<file path="src/rtl/ah_demux_pkt_reg.sv">
// ah_demux_pkt_reg: registered, packet-aware 1:N demultiplexer with valid/ready handshake.
// Each ingress beat is routed to one of NUM_EGR egress lanes through a one-entry output stage.
// The destination is taken from ing_select on a packet's first beat and held until its last beat.
// Optional feature macro: AH_DEMUX_DROP_EN drops packets whose first-beat select is out of range
// and counts them on drop_cnt; without it, an out-of-range select stalls the ingress.
module ah_demux_pkt_reg #(
    parameter int unsigned DATA_W  = 85,
    parameter int unsigned NUM_EGR = 16,
    parameter int unsigned SEL_W   = 4,
    parameter int unsigned CNT_W   = 16
) (
    input  logic                        clk,
    input  logic                        rst,
    input  logic [SEL_W-1:0]            ing_select,
    input  logic [DATA_W-1:0]           ing_data,
    input  logic                        ing_last,
    input  logic                        ing_valid,
    output logic                        ing_ready,
    output logic [NUM_EGR*DATA_W-1:0]   egr_data,
    output logic [NUM_EGR-1:0]          egr_last,
    output logic [NUM_EGR-1:0]          egr_valid,
    input  logic [NUM_EGR-1:0]          egr_ready
`ifdef AH_DEMUX_DROP_EN
    ,
    output logic [CNT_W-1:0]            drop_cnt
`endif
);

    // Elaboration-time parameter sanity checks.
    if ((2 ** SEL_W) < NUM_EGR) begin : g_sel_w_check
        $error("SEL_W too narrow for NUM_EGR");
    end
    if (CNT_W < 1) begin : g_cnt_w_check
        $error("CNT_W must be at least 1");
    end

    typedef enum logic [1:0] {StIdle, StPkt, StDrop} state_e;

    state_e             state_q, state_d;
    logic [SEL_W-1:0]   cur_dest_q, cur_dest_d;

    logic               o_valid_q;
    logic [SEL_W-1:0]   o_dest_q;
    logic [DATA_W-1:0]  o_data_q;
    logic               o_last_q;

    logic [SEL_W-1:0]   dest;
    logic               route_ok;
    logic               lane_ready;
    logic               can_load;
    logic               drop_beat;
    logic               accept;
    logic               load;

    // Fan the output stage out to its lane and pick up that lane's ready.
    always_comb begin
        lane_ready = 1'b0;
        egr_valid  = '0;
        egr_last   = '0;
        egr_data   = '0;
        for (int k = 0; k < NUM_EGR; k++) begin
            if (o_dest_q == SEL_W'(k)) begin
                lane_ready                   = egr_ready[k];
                egr_valid[k]                 = o_valid_q;
                egr_last[k]                  = o_last_q;
                egr_data[k*DATA_W +: DATA_W] = o_data_q;
            end
        end
    end

    assign dest     = (state_q == StIdle) ? ing_select : cur_dest_q;
    assign route_ok = 32'(dest) < NUM_EGR;
    // A draining beat frees the stage in the same cycle, so packets flow back-to-back.
    assign can_load = !o_valid_q || lane_ready;

`ifdef AH_DEMUX_DROP_EN
    assign drop_beat = (state_q == StDrop) || ((state_q == StIdle) && !route_ok);
`else
    assign drop_beat = 1'b0;
`endif

    assign ing_ready = !rst && (drop_beat || (can_load && route_ok));
    assign accept    = ing_valid && ing_ready;
    assign load      = accept && !drop_beat;

    // Packet FSM: lock the destination on the first beat, release on the last.
    always_comb begin
        state_d    = state_q;
        cur_dest_d = cur_dest_q;
        unique case (state_q)
            StIdle: begin
                if (accept && !ing_last) begin
                    state_d    = drop_beat ? StDrop : StPkt;
                    cur_dest_d = ing_select;
                end
            end
            StPkt, StDrop: begin
                if (accept && ing_last) begin
                    state_d = StIdle;
                end
            end
            default: state_d = StIdle;
        endcase
    end

    // FSM state and locked destination registers.
    always_ff @(posedge clk) begin
        if (rst) begin
            state_q    <= StIdle;
            cur_dest_q <= '0;
        end else begin
            state_q    <= state_d;
            cur_dest_q <= cur_dest_d;
        end
    end

    // One-entry output stage: load on accept, clear valid when the lane takes the beat.
    always_ff @(posedge clk) begin
        if (rst) begin
            o_valid_q <= 1'b0;
            o_dest_q  <= '0;
            o_data_q  <= '0;
            o_last_q  <= 1'b0;
        end else if (load) begin
            o_valid_q <= 1'b1;
            o_dest_q  <= dest;
            o_data_q  <= ing_data;
            o_last_q  <= ing_last;
        end else if (o_valid_q && lane_ready) begin
            o_valid_q <= 1'b0;
        end
    end

`ifdef AH_DEMUX_DROP_EN
    logic [CNT_W-1:0] drop_cnt_q;

    // Count dropped packets on their last beat, saturating at all-ones.
    always_ff @(posedge clk) begin
        if (rst) begin
            drop_cnt_q <= '0;
        end else if (accept && drop_beat && ing_last && (drop_cnt_q != '1)) begin
            drop_cnt_q <= drop_cnt_q + 1'b1;
        end
    end

    assign drop_cnt = drop_cnt_q;
`endif

endmodule

</file>
<file path="config.mk">
export PLATFORM = sky130hd
export DESIGN_NAME = ah_demux_pkt_reg
export DESIGN_NICKNAME = d
export VERILOG_FILES = /design/src/rtl/ah_demux_pkt_reg.sv
export SDC_FILE = /design/constraint.sdc
export NUM_CORES = 1
export LEC_CHECK = 0
export ABC_AREA = 1
export CAP_MARGIN = 20
export CORE_AREA = 3 3 592 594
export DETAILED_ROUTE_END_ITERATION = 8
export DIE_AREA = 0 0 595 597
export SYNTH_ARGS = -nofsm -noshare
export SYNTH_HDL_FRONTEND = slang
export SYNTH_SLANG_ARGS = --single-unit
</file>
<file path="constraint.sdc">
create_clock -name clk -period 2.3 [get_ports clk]
set_input_delay 0.46 -clock clk [delete_from_list [all_inputs] [get_ports clk]]
set_output_delay 0.46 -clock clk [all_outputs]
set_load 0.1 [all_outputs]
</file>
==> out/results.md, run 1 <==
| Item | Value |
|---|---|
| Starting Density | 0.0286 |
| First-pass GRT wire length | 229000 um |
| Drt drc | 0 |
| Total Routed Length | 196000 um |
| Antenna violations before repair | 26 |
| Critical path cell sequence | buf_6 -> nor2_4 -> buf_12 -> nand3_4 -> nand3_2 -> nor2_2 -> nand4_1 -> nand2_1 -> nand4_1 -> nor3_2 -> nand4_2 -> buf_6 -> buf_6 -> nand3_4 -> buf_12 -> buf_4 -> clkbuf_16 -> o21ai_0 -> a21oi_1 |
| Static Leakage | 0.0179 uW |
| Hpwl dp | 149000 um |
| Netlist area before placement | 9880 um2 |
| Startpoint Class | register |
| Count of synthesis-stage warnings from yosys | 0 |
| TritonCTS clock tree | done |
| Library cell used as clock root buffer | sky130_fd_sc_hd__clkbuf_16 |
| Worst setup margin | -0.456 ns |
| Largest stage delay on the critical path | 0.41 ns |
| CTS HTree Levels | 3 |
| Final worst path period need | 2.76 ns |
| Antenna viol nets, final | 0 |
| Ports | 1502 |
| FF+latch count, synth | 96 |
| Per-instance average area after synthesis | 4.65 um2 |
| Critical path class | reg2reg |
| Tot Pwr | 11600 uW |
| Skew-Pair Late Insertion Delay | 0.42 ns |
| Vias in the first global route | 21336 |
| Hold Violations, Final | 0 |
| Share of post-route cells with drive strength above 1 | 0.714 |
| Residual overflow from global routing | 0 |
| Status | finished with violations |
| Horizontal extent of the die | 595 um |
| Data arrival time at the worst-slack endpoint | 3.10 ns |
| Total power density per cell area | 212 nW/um2 |
| Initial DRC Count | 1416 |
| Distinct cell type count after synthesis | 25 |
| Wire length per cell | 23.5 um |
| Number of buffers created by CTS | 9 |
| Via total after detailed routing | 21859 |
| Violations in the final reports | negative setup slack |
| Hold path startpoint | o_data_q[35]$_SDFFE_PP0P_ |
| Max-slew headroom at the worst pin | 0.566 |
| Net count after synthesis | 2232 |
| Sequential area share after synthesis | 0.195 |
| Final net count | 3867 |
| CORE AREA | 346000 um2 |
| Category of the worst setup path capture point | register |
| RSZ-0062 raised after global routing | true |
| Critical path required time | 2.65 ns |
| Routed vias/inst | 2.62 |
| Port-buffer cells | 1501 |
| Length of the first detailed-routing pass in iterations | 5 |
| Worst r2r src | o_dest_q[2]$_SDFFE_PP0P_ |
| Critical Path Start | o_dest_q[2]$_SDFFE_PP0P_ |
| Number of cells produced by synthesis | 2123 |
| Highest attainable clock frequency | 0.363 GHz |
| Aggregate global-route resource usage | 0.0979 |
| Setup violations, final | 1472 |
| Maximum vdd drop | 0.283 mV |
| Std cell rows | 216 |
| Share of the clock period used by the worst path | 1.20 |
| Clock-pin slew on the worst setup and hold paths | 0.10 ns |
| Transition at the pin with the smallest max-transition slack | 0.651 ns |
| Gp weighted congestion | 0.781 |
| Cell at the slowest stage of the critical path | sky130_fd_sc_hd__dfxtp_4 |
| Cell repeated most along the worst path | sky130_fd_sc_hd__buf_6 |
| Full die area | 355000 um2 |
| Maximum Capacitance Violations | 0 |
| Clock sink total | 96 |
| Worst hold-check path type | reg2reg |
| Clock Skews | 0.0207 ns |
| Die Y-Extent | 597 um |
| Maximum clock path buffer count | 2 |
| Highest net fanout along the worst path | 10 |
| Area growth from synthesis to layout | 455% |
| Largest net degree at the start of global routing | 72 |
| DP Worst Slack | -0.656 ns |
| Total count of max-transition violations in the final report | 0 |
==> final cells by class <==
class | count | area, um2
fillers | 37973 | 291000
repair buffers | 1882 | 34600
multi-input cells | 1651 | 11600
well taps | 4578 | 5730
flip-flops and latches | 96 | 1930
inverters | 114 | 568
clock buffers | 10 | 229
repair inverters | 4 | 60.1
clock inverters | 6 | 52.6
diodes | 16 | 40.0
==> flip-flops by register name, indices dropped and copies added, names as in the netlist <==
signal and flops:
o_data_q 85, cur_dest_q 4, o_dest_q 4, o_last_q 1
o_valid_q 1, state_q 1
==> layout by cell type, fill, tap and decap left out, drive strengths merged <==
| cell type | synthesis | final |
|---|---|---|
| o21ai | 89 | 89 |
| clkinv | 96 | 26 |
| diode | 0 | 16 |
| a211oi | 4 | 4 |
| bufinv | 0 | 1 |
| nand4 | 4 | 4 |
| nor2 | 1419 | 1419 |
| a21oi | 90 | 90 |
| inv | 18 | 96 |
| clkbuf | 220 | 45 |
| nor3 | 1 | 1 |
| and2 | 1 | 1 |
| buf | 42 | 1739 |
| dlymetal6s2s | 0 | 1 |
| or2 | 1 | 1 |
| nand3 | 11 | 11 |
| clkdlybuf4s50 | 0 | 107 |
| dfxtp | 96 | 96 |
| o21bai | 4 | 4 |
| nand2 | 27 | 27 |
| clkinvlp | 0 | 1 |
==> per-stage QoR <==
stage	TNS [ns]	utilization	area, um2	cells	hold slack, ns
detailed placement	-107.28	0.145	50100	8215	0.436
finish	-373.81	0.158	54800	8357	0.447
CTS	-472.26	0.149	51400	8245	0.451
floorplan	-438.90	-	13000	2123	0.493
global placement	-96.48	0.145	50100	8215	0.435
global route	-494.93	0.158	54800	8347	0.461
==> worst paths after layout <==
check	cells after the start	slack (ns)	end
worst max-delay path	19	-0.46	o_data_q[10]$_SDFFE_PP0P_
worst min register to register	2	0.45	o_data_q[35]$_SDFFE_PP0P_
worst max register to register	19	-0.46	o_data_q[10]$_SDFFE_PP0P_
worst min-delay path	2	0.45	o_data_q[35]$_SDFFE_PP0P_
==> logic make-up (layout without fill, tap and decap cells) <==
kind of cell | after synthesis | after routing | synth area share
and+or+nand+nor | 1464 | 1464 | 0.563
buffers and inverters | 376 | 2016 | 0.146
AOI/OAI and AO/OA | 187 | 187 | 0.0968
DFF | 96 | 96 | 0.195
other | 0 | 16 | 0
==> synth_stat cells (all sizes together) <==
library cell,count,area share
nor2,1419,0.54
clkbuf,220,0.084
clkinv,96,0.036
dfxtp,96,0.19
a21oi,90,0.046
o21ai,89,0.045
buf,42,0.019
nand2,27,0.011
inv,18,0.0068
nand3,11,0.0061
a211oi,4,0.0030
nand4,4,0.0032
o21bai,4,0.0030
and2,1,0.00063
nor3,1,0.0010
or2,1,0.00063
==> power by group <==
part | internal, uW | leakage (uW) | switching, uW
sequential | 1790 | 0.000794 | 59.4
clock | 763 | 0.000137 | 1030
combinational | 2360 | 0.0169 | 5630
==> layer usage <==
| layer | up-vias | track usage | routed length, um |
|---|---|---|---|
| met5 | - | 0 | 26 |
| met4 | 4 | 0.0375 | 9580 |
| met3 | 218 | 0.0236 | 13300 |
| met2 | 1309 | 0.170 | 97500 |
| met1 | 10657 | 0.115 | 75800 |
| li1 | 9671 | - | - |
==> what timing repair did <==
action | in CTS | in global routing
hold endpoints to repair | 0 | 0
cloned | 7 | 52
setup endpoints to repair | 1476 | 1489
setup buffers | 7 | 44
hold buffers | 0 | 0
gates resized for setup | 247 | 487
pin swaps | 5 | 27
==> worst max-delay path, delay by kind of cell, from the launching register on <==
kind | cells | cell delay [ns]
flops | 1 | 0.41
buf+inv | 7 | 1.02
simple gates | 10 | 0.94
compound gates | 2 | 0.23
No activity file was read; power rests on OpenSTA's default activity.
==> inputs of run 2 (changes only) <==
--- a/config.mk
+++ b/config.mk
@@ -13,3 +13,4 @@
 export SYNTH_ARGS = -nofsm -noshare
 export SYNTH_HDL_FRONTEND = slang
 export SYNTH_SLANG_ARGS = --single-unit
+export TNS_END_PERCENT = 20
==> out/results.md, run 2 (synthesized netlist as in run 1, its figures left out) <==
| Item | Value | Change |
|---|---|---|
| Category of the worst setup path capture point | output pin |  |
| Antenna violations before repair | 28 | +7.7% |
| TritonCTS clock tree | done |  |
| Startpoint Class | register |  |
| Wire length per cell | 20.9 um | -11% |
| Critical path class | reg2out |  |
| Largest stage delay on the critical path | 0.35 ns | -0.06 ns |
| Most common cell after layout, fill and taps aside | sky130_fd_sc_hd__buf_12 |  |
| RSZ-0062 raised after global routing | true |  |
| Antenna viol nets, final | 0 | unchanged |
| Starting Density | 0.0286 | unchanged |
| Clock Skews | 0.0188 ns | -0.00195 ns |
| Switching Share | 0.573 | -0.00540 |
| Clock network power share | 0.171 | +0.017 |
| Buffers & Inverters on Critical Path | 4 | -3 |
| Area growth from synthesis to layout | 423% |  |
| Total Routed Length | 173000 um | -12% |
| Die Y-Extent | 597 um | unchanged |
| First-pass GRT wire length | 214000 um | -6.4% |
| Fraction of power consumed by sequential logic | 0.174 | +0.015 |
| Horizontal extent of the die | 595 um | unchanged |
| CORE AREA | 346000 um2 | unchanged |
| Power share of the combinational group | 0.655 | -0.032 |
| Hold Violations, Final | 0 | unchanged |
| Std cell rows | 216 | unchanged |
| Skew-Pair Late Insertion Delay | 0.41 ns | about the same |
| Max FFs per register | 85 | unchanged |
| Maximum Capacitance Violations | 0 | unchanged |
| Critical path cell sequence | nor2_4 -> buf_4 -> nand2_4 -> buf_4 -> buf_12 -> nor2_1 -> buf_12 |  |
| Share of post-route cells with drive strength above 1 | 0.660 | -0.0540 |
| Gp weighted congestion | 0.747 | -4.3% |
| Count of filler cells inserted in the layout | 38385 | +1.1% |
| Library cell used as clock root buffer | sky130_fd_sc_hd__clkbuf_16 |  |
| Max-slew headroom at the worst pin | 0.358 | -0.208 |
| Total count of max-transition violations in the final report | 0 | unchanged |
| Largest registers ranked by flip-flop count | o_data_q: 85 flops, cur_dest_q: 4 flops, o_dest_q: 4 flops |  |
| Reg-to-reg slack, setup | -0.27 ns | +0.19 ns |
| Core occupancy in the finished layout | 0.149 | -0.00906 |
| Clock-pin slew on the worst setup and hold paths | 0.09 ns | about the same |
| Port-buffer cells | 1501 | unchanged |
| Worst hold-check path type | reg2reg |  |
| Status | finished with violations |  |
| DP Worst Slack | -0.673 ns | -0.0173 ns |
| Number of buffers created by CTS | 9 | unchanged |
| Total power density per cell area | 204 nW/um2 | -3.8% |
| Area taken by flip-flops and latches | 1930 um2 | -0.13% |
| Final worst path period need | 2.79 ns | +0.0310 ns |
| Commonest cells after routing, fill and taps aside | 1488 x sky130_fd_sc_hd__buf_12, 784 x sky130_fd_sc_hd__nor2_1, 355 x sky130_fd_sc_hd__nor2_4 |  |
| Switching power of the nets | 6040 uW | -10% |
| Violations in the final reports | negative setup slack |  |
| Setup violations, final | 1472 | unchanged |
| Transition at the pin with the smallest max-transition slack | 0.963 ns | +0.313 ns |
| Register with the most flip-flops | o_data_q |  |
| Length of the first detailed-routing pass in iterations | 5 | unchanged |
| Static Leakage | 0.0170 uW | -4.8% |
| Routed vias/inst | 2.53 | -3.4% |
| Maximum vdd drop | 0.357 mV | +26% |
| Worst path top cell family by delay | buffers and inverters |  |
| Drt drc | 0 | unchanged |
| Design internal power | 4510 uW | -8.1% |
| Aggregate global-route resource usage | 0.0906 | -0.00736 |
| Share of the clock period used by the worst path | 1.21 | +0.0135 |
| CTS HTree Levels | 3 | unchanged |
| Worst setup margin | -0.487 ns | -0.0310 ns |
| Residual overflow from global routing | 0 | unchanged |
| Ports | 1502 | unchanged |
| Via total after detailed routing | 20890 | -4.4% |
| Final net count | 3787 | -2.1% |
| Largest net degree at the start of global routing | 56 | -22% |
| Clock sink total | 96 | unchanged |
| Accumulated negative setup slack | -389.01 ns | -15.19 ns |
| Hpwl dp | 138000 um | -7.5% |
| Data arrival time at the worst-slack endpoint | 2.33 ns | -0.77 ns |
| Full die area | 355000 um2 | unchanged |
| Cell at the slowest stage of the critical path | sky130_fd_sc_hd__dfxtp_2 |  |
| Critical path required time | 1.84 ns | -0.81 ns |
| Tot Pwr | 10600 uW | -9.3% |
| Vias in the first global route | 20892 | -2.1% |
| Highest attainable clock frequency | 0.359 GHz | -1.1% |
| Highest net fanout along the worst path | 42 | +32 |
| Area taken by multi-input logic gates | 9970 um2 | -14% |
| Initial DRC Count | 1321 | -6.7% |
| Maximum clock path buffer count | 2 | unchanged |
run 2: changes by cell type in the layout (fill, tap and decap cells not counted), sizes merged:
cell           previous run  this run
inv                      96        71
clkinv                   26        48
bufinv                    1         2
dlymetal6s2s              1         0
clkbuf                   45        19
buf                    1739      1686
clkdlybuf4s50           107       108
bufbuf                    0         1
diode                    16        10
run 2: cell type report:
class                   count  share of cell area
repair buffers           1804               0.641
multi-input cells        1651               0.193
well taps                4578               0.111
flip-flops and latches     96              0.0374
inverters                 114              0.0109
clock buffers              10             0.00463
clock inverters             6             0.00119
diodes                     10            0.000485
repair inverters            2            0.000339
run 2: layer usage:
metal  up-vias  global-route usage  share of wire
met3       155              0.0197          0.073
li1       9446                   -              -
met5         -                   0        0.00016
met1     10105               0.108           0.39
met2      1180               0.158           0.49
met4         4              0.0330          0.038
run 2: per-stage QoR:
step / hold slack, ns / cell area (um2) / cells
2_1_floorplan: 0.493 / 12500 / 2123
3_5_place_dp: 0.436 / 49200 / 8192
6_report: 0.448 / 51600 / 8271
5_1_grt: 0.474 / 51600 / 8267
4_1_cts: 0.449 / 50500 / 8233
3_3_place_gp: 0.432 / 49200 / 8192
run 2: path summary, 6_finish.rpt:
| path | cells past startpoint | start | endpoint |
|---|---|---|---|
| setup / recovery | 7 | o_dest_q[2]$_SDFFE_PP0P_ | egr_data[297] |
| hold reg to reg | 2 | o_data_q[33]$_SDFFE_PP0P_ | o_data_q[33]$_SDFFE_PP0P_ |
| hold / removal | 2 | o_data_q[33]$_SDFFE_PP0P_ | o_data_q[33]$_SDFFE_PP0P_ |
| setup reg to reg | 14 | o_dest_q[0]$_SDFFE_PP0P_ | o_data_q[27]$_SDFFE_PP0P_ |
run 2: tightest hold or removal path: stages (launching register included):
cell                      delay, ns
sky130_fd_sc_hd__dfxtp_1       0.32
sky130_fd_sc_hd__inv_2         0.05
sky130_fd_sc_hd__a21oi_1       0.05
run 2: power by group through the flow:
stage          Sequential [uW]  Combinational, uW  Clock, uW
3_3_place_gp              1870               6750          0
3_5_place_dp              1880               6760          0
6_report                  1840               6920       1800
5_1_grt                   1850               7120       2020
4_1_cts                   1840               6890       2010
2_1_floorplan             1860               3220          0
run 2: repair_timing:
item,in CTS,in global routing
endpoints found under the setup margin,1488,1489
pin swaps,7,10
resized for setup,169,196
hold buffers,0,0
setup buffers,15,12
gates cloned,11,16
==> inputs of run 3 (changes only) <==
--- a/config.mk
+++ b/config.mk
@@ -7,9 +7,12 @@
 export LEC_CHECK = 0
 export ABC_AREA = 1
 export CAP_MARGIN = 20
-export CORE_AREA = 3 3 592 594
+export CELL_PAD_IN_SITES_DETAIL_PLACEMENT = 1
+export CELL_PAD_IN_SITES_GLOBAL_PLACEMENT = 2
+export CORE_AREA = 3 3 589 591
 export DETAILED_ROUTE_END_ITERATION = 8
-export DIE_AREA = 0 0 595 597
+export DIE_AREA = 0 0 592 594
+export PLACE_DENSITY_LB_ADDON = 0.1
 export SYNTH_ARGS = -nofsm -noshare
 export SYNTH_HDL_FRONTEND = slang
 export SYNTH_SLANG_ARGS = --single-unit
==> out/results.md, run 3 (synthesized netlist as in run 1, its figures left out) <==
| Item | Value | Change |
|---|---|---|
| Status | finished with violations |  |
| Violations in the final reports | negative setup slack |  |
| Length of the first detailed-routing pass in iterations | 4 | -1 |
| Accumulated negative setup slack | -420.89 ns | -31.88 ns |
| Initial DRC Count | 702 | -47% |
| Placed insts | 8192 | unchanged |
| Most common cell after layout, fill and taps aside | sky130_fd_sc_hd__buf_12 |  |
| Library cell used as clock root buffer | sky130_fd_sc_hd__clkbuf_16 |  |
| Total Routed Length | 225000 um | +30% |
| Cell repeated most along the worst path | sky130_fd_sc_hd__nor2_4 |  |
| Data arrival time at the worst-slack endpoint | 2.30 ns | -0.03 ns |
| Largest stage delay on the critical path | 0.39 ns | +0.04 ns |
| Category of the worst setup path capture point | output pin |  |
| Worst hold-check path type | reg2reg |  |
| First-pass GRT wire length | 275000 um | +29% |
| Register with the most flip-flops | o_data_q |  |
| TritonCTS clock tree | done |  |
| CORE AREA | 342000 um2 | -0.93% |
| Antenna violations before repair | 50 | +79% |
| Maximum vdd drop | 0.305 mV | -15% |
| Share of the clock period used by the worst path | 1.20 | -0.0112 |
| Clock sink total | 96 | unchanged |
| Largest net degree at the start of global routing | 67 | +20% |
| Total power density per cell area | 203 nW/um2 | -0.61% |
| Horizontal extent of the die | 592 um | -0.50% |
| Highest attainable clock frequency | 0.362 GHz | +0.93% |
| Number of buffers created by CTS | 9 | unchanged |
| Starting Density | 0.0288 | +0.000268 |
| Std cell rows | 215 | -0.46% |
| Highest net fanout along the worst path | 8 | -81% |
| Static Leakage | 0.0181 uW | +6.1% |
| Startpoint Class | register |  |
| RSZ-0062 raised after global routing | true |  |
| Max FFs per register | 85 | unchanged |
| Largest registers ranked by flip-flop count | o_data_q: 85 flops, cur_dest_q: 4 flops, o_dest_q: 4 flops |  |
| Maximum Capacitance Violations | 0 | unchanged |
| Final worst path period need | 2.76 ns | -0.0257 ns |
| Wire length per cell | 27.0 um | +29% |
| Setup violations, final | 1472 | unchanged |
| Residual overflow from global routing | 0 | unchanged |
| Area growth from synthesis to layout | 460% |  |
| Critical path cell sequence | nor2_4 -> buf_6 -> inv_4 -> buf_6 -> nor2_4 -> buf_8 -> buf_12 -> inv_16 -> buf_16 -> nor2_4 -> buf_12 |  |
| Via total after detailed routing | 21046 | +0.75% |
| Clock Skews | 0.0255 ns | +0.00669 ns |
| Routed vias/inst | 2.52 | about the same |
| Gp weighted congestion | 0.701 | -6.2% |
| Fin area | 55300 um2 | +7.0% |
| CTS HTree Levels | 3 | unchanged |
| Clock-pin slew on the worst setup and hold paths | 0.10 ns | about the same |
| Ports | 1502 | unchanged |
| Port-buffer cells | 1501 | unchanged |
| Number of buffers inserted by hold repair at cts | 0 | unchanged |
| Cell at the slowest stage of the critical path | sky130_fd_sc_hd__dfxtp_4 |  |
| Hpwl dp | 166000 um | +20% |
| Max-slew headroom at the worst pin | 0.472 | +0.114 |
| Area post-placement | 49300 um2 | +0.24% |
| Critical path required time | 1.84 ns | about the same |
| Worst setup margin | -0.462 ns | +0.0257 ns |
| Hold Violations, Final | 0 | unchanged |
| Total count of max-transition violations in the final report | 0 | unchanged |
| Number of standard cells in the layout, taps in and fillers out | 8337 | +0.80% |
| Critical path class | reg2out |  |
| Die Y-Extent | 594 um | -0.50% |
| Commonest cells after routing, fill and taps aside | 1494 x sky130_fd_sc_hd__buf_12, 620 x sky130_fd_sc_hd__nor2_1, 598 x sky130_fd_sc_hd__nor2_4 |  |
| Maximum clock path buffer count | 2 | unchanged |
| Vias in the first global route | 22293 | +6.7% |
| Share of post-route cells with drive strength above 1 | 0.701 | +0.0408 |
| Worst hold-check slack | 0.445 ns | -0.00292 ns |
| Buffers & Inverters on Critical Path | 8 | +4 |
| Drt drc | 0 | unchanged |
| Aggregate global-route resource usage | 0.120 | +0.0297 |
| Final net count | 3871 | +2.2% |
| Full die area | 352000 um2 | -1.0% |
| Skew-Pair Late Insertion Delay | 0.45 ns | +0.04 ns |
| Antenna viol nets, final | 0 | unchanged |
| Worst path top cell family by delay | buffers and inverters |  |
| Transition at the pin with the smallest max-transition slack | 0.792 ns | -0.172 ns |
## run 3: cell count changes in the layout (fill, tap and decap cells not counted), sizes merged, moves of 3 or more
cell / change
buf: +66
clkinv: +39
inv: -35
clkbuf: +12
bufbuf: +4
diode: +3
## run 3: power by group
part / internal, uW / total [uW] / leakage [uW] / switching (uW)
sequential: 1790 / 1840 / 0.000794 / 54.7
clock: 890 / 2040 / 0.000158 / 1150
combinational: 2200 / 7340 / 0.0171 / 5150
## run 3: per-stage QoR
stage	power (uW)	util	setup slack (ns)
floorplan	5080	-	-0.555
global placement	8530	0.144	-0.659
detailed placement	8500	0.144	-0.671
CTS	11400	0.155	-0.676
global route	11900	0.161	-0.598
finish	11200	0.161	-0.462
## run 3: final cells by class
type                    count  area (um2)
well taps                4557        5700
fillers                 38733      287000
clock inverters             7        97.6
inverters                 114         596
diodes                     13        32.5
repair buffers           1887       35000
flip-flops and latches     96        1940
repair inverters            3        60.1
multi-input cells        1651       11600
clock buffers               9         225
## run 3: final timing paths
check / endpoint / slack, ns / from / cells after the start
worst max-delay path: egr_data[722] / -0.46 / o_dest_q[0]$_SDFFE_PP0P_ / 11
worst min-delay path: o_data_q[57]$_SDFFE_PP0P_ / 0.44 / o_data_q[57]$_SDFFE_PP0P_ / 2
worst max register to register: cur_dest_q[1]$_SDFFE_PP0P_ / -0.29 / o_dest_q[3]$_SDFFE_PP0P_ / 19
worst min register to register: o_data_q[57]$_SDFFE_PP0P_ / 0.44 / o_data_q[57]$_SDFFE_PP0P_ / 2
## run 3: worst min-delay path, cell delays in order (launching register included)
cell and delay, ns:
sky130_fd_sc_hd__dfxtp_1 0.31, sky130_fd_sc_hd__clkinv_1 0.05, sky130_fd_sc_hd__a21oi_1 0.05
## run 3: layer usage
layer,vias to the layer above,GRT usage,part of all wire,routed length [um]
li1,9699,-,-,-
met1,10269,0.130,0.37,83900
met2,995,0.226,0.53,119000
met3,83,0.0459,0.090,20200
met4,0,0.0128,0.0078,1750
met5,-,0,0,0
## run 3: repair_timing
action                     4_1_cts  5_1_grt
hold endpoints to repair         0        0
resized for setup              560      332
setup buffers                   32       29
gates cloned                    35       27
pin swaps                       18       23
setup endpoints to repair     1489     1489
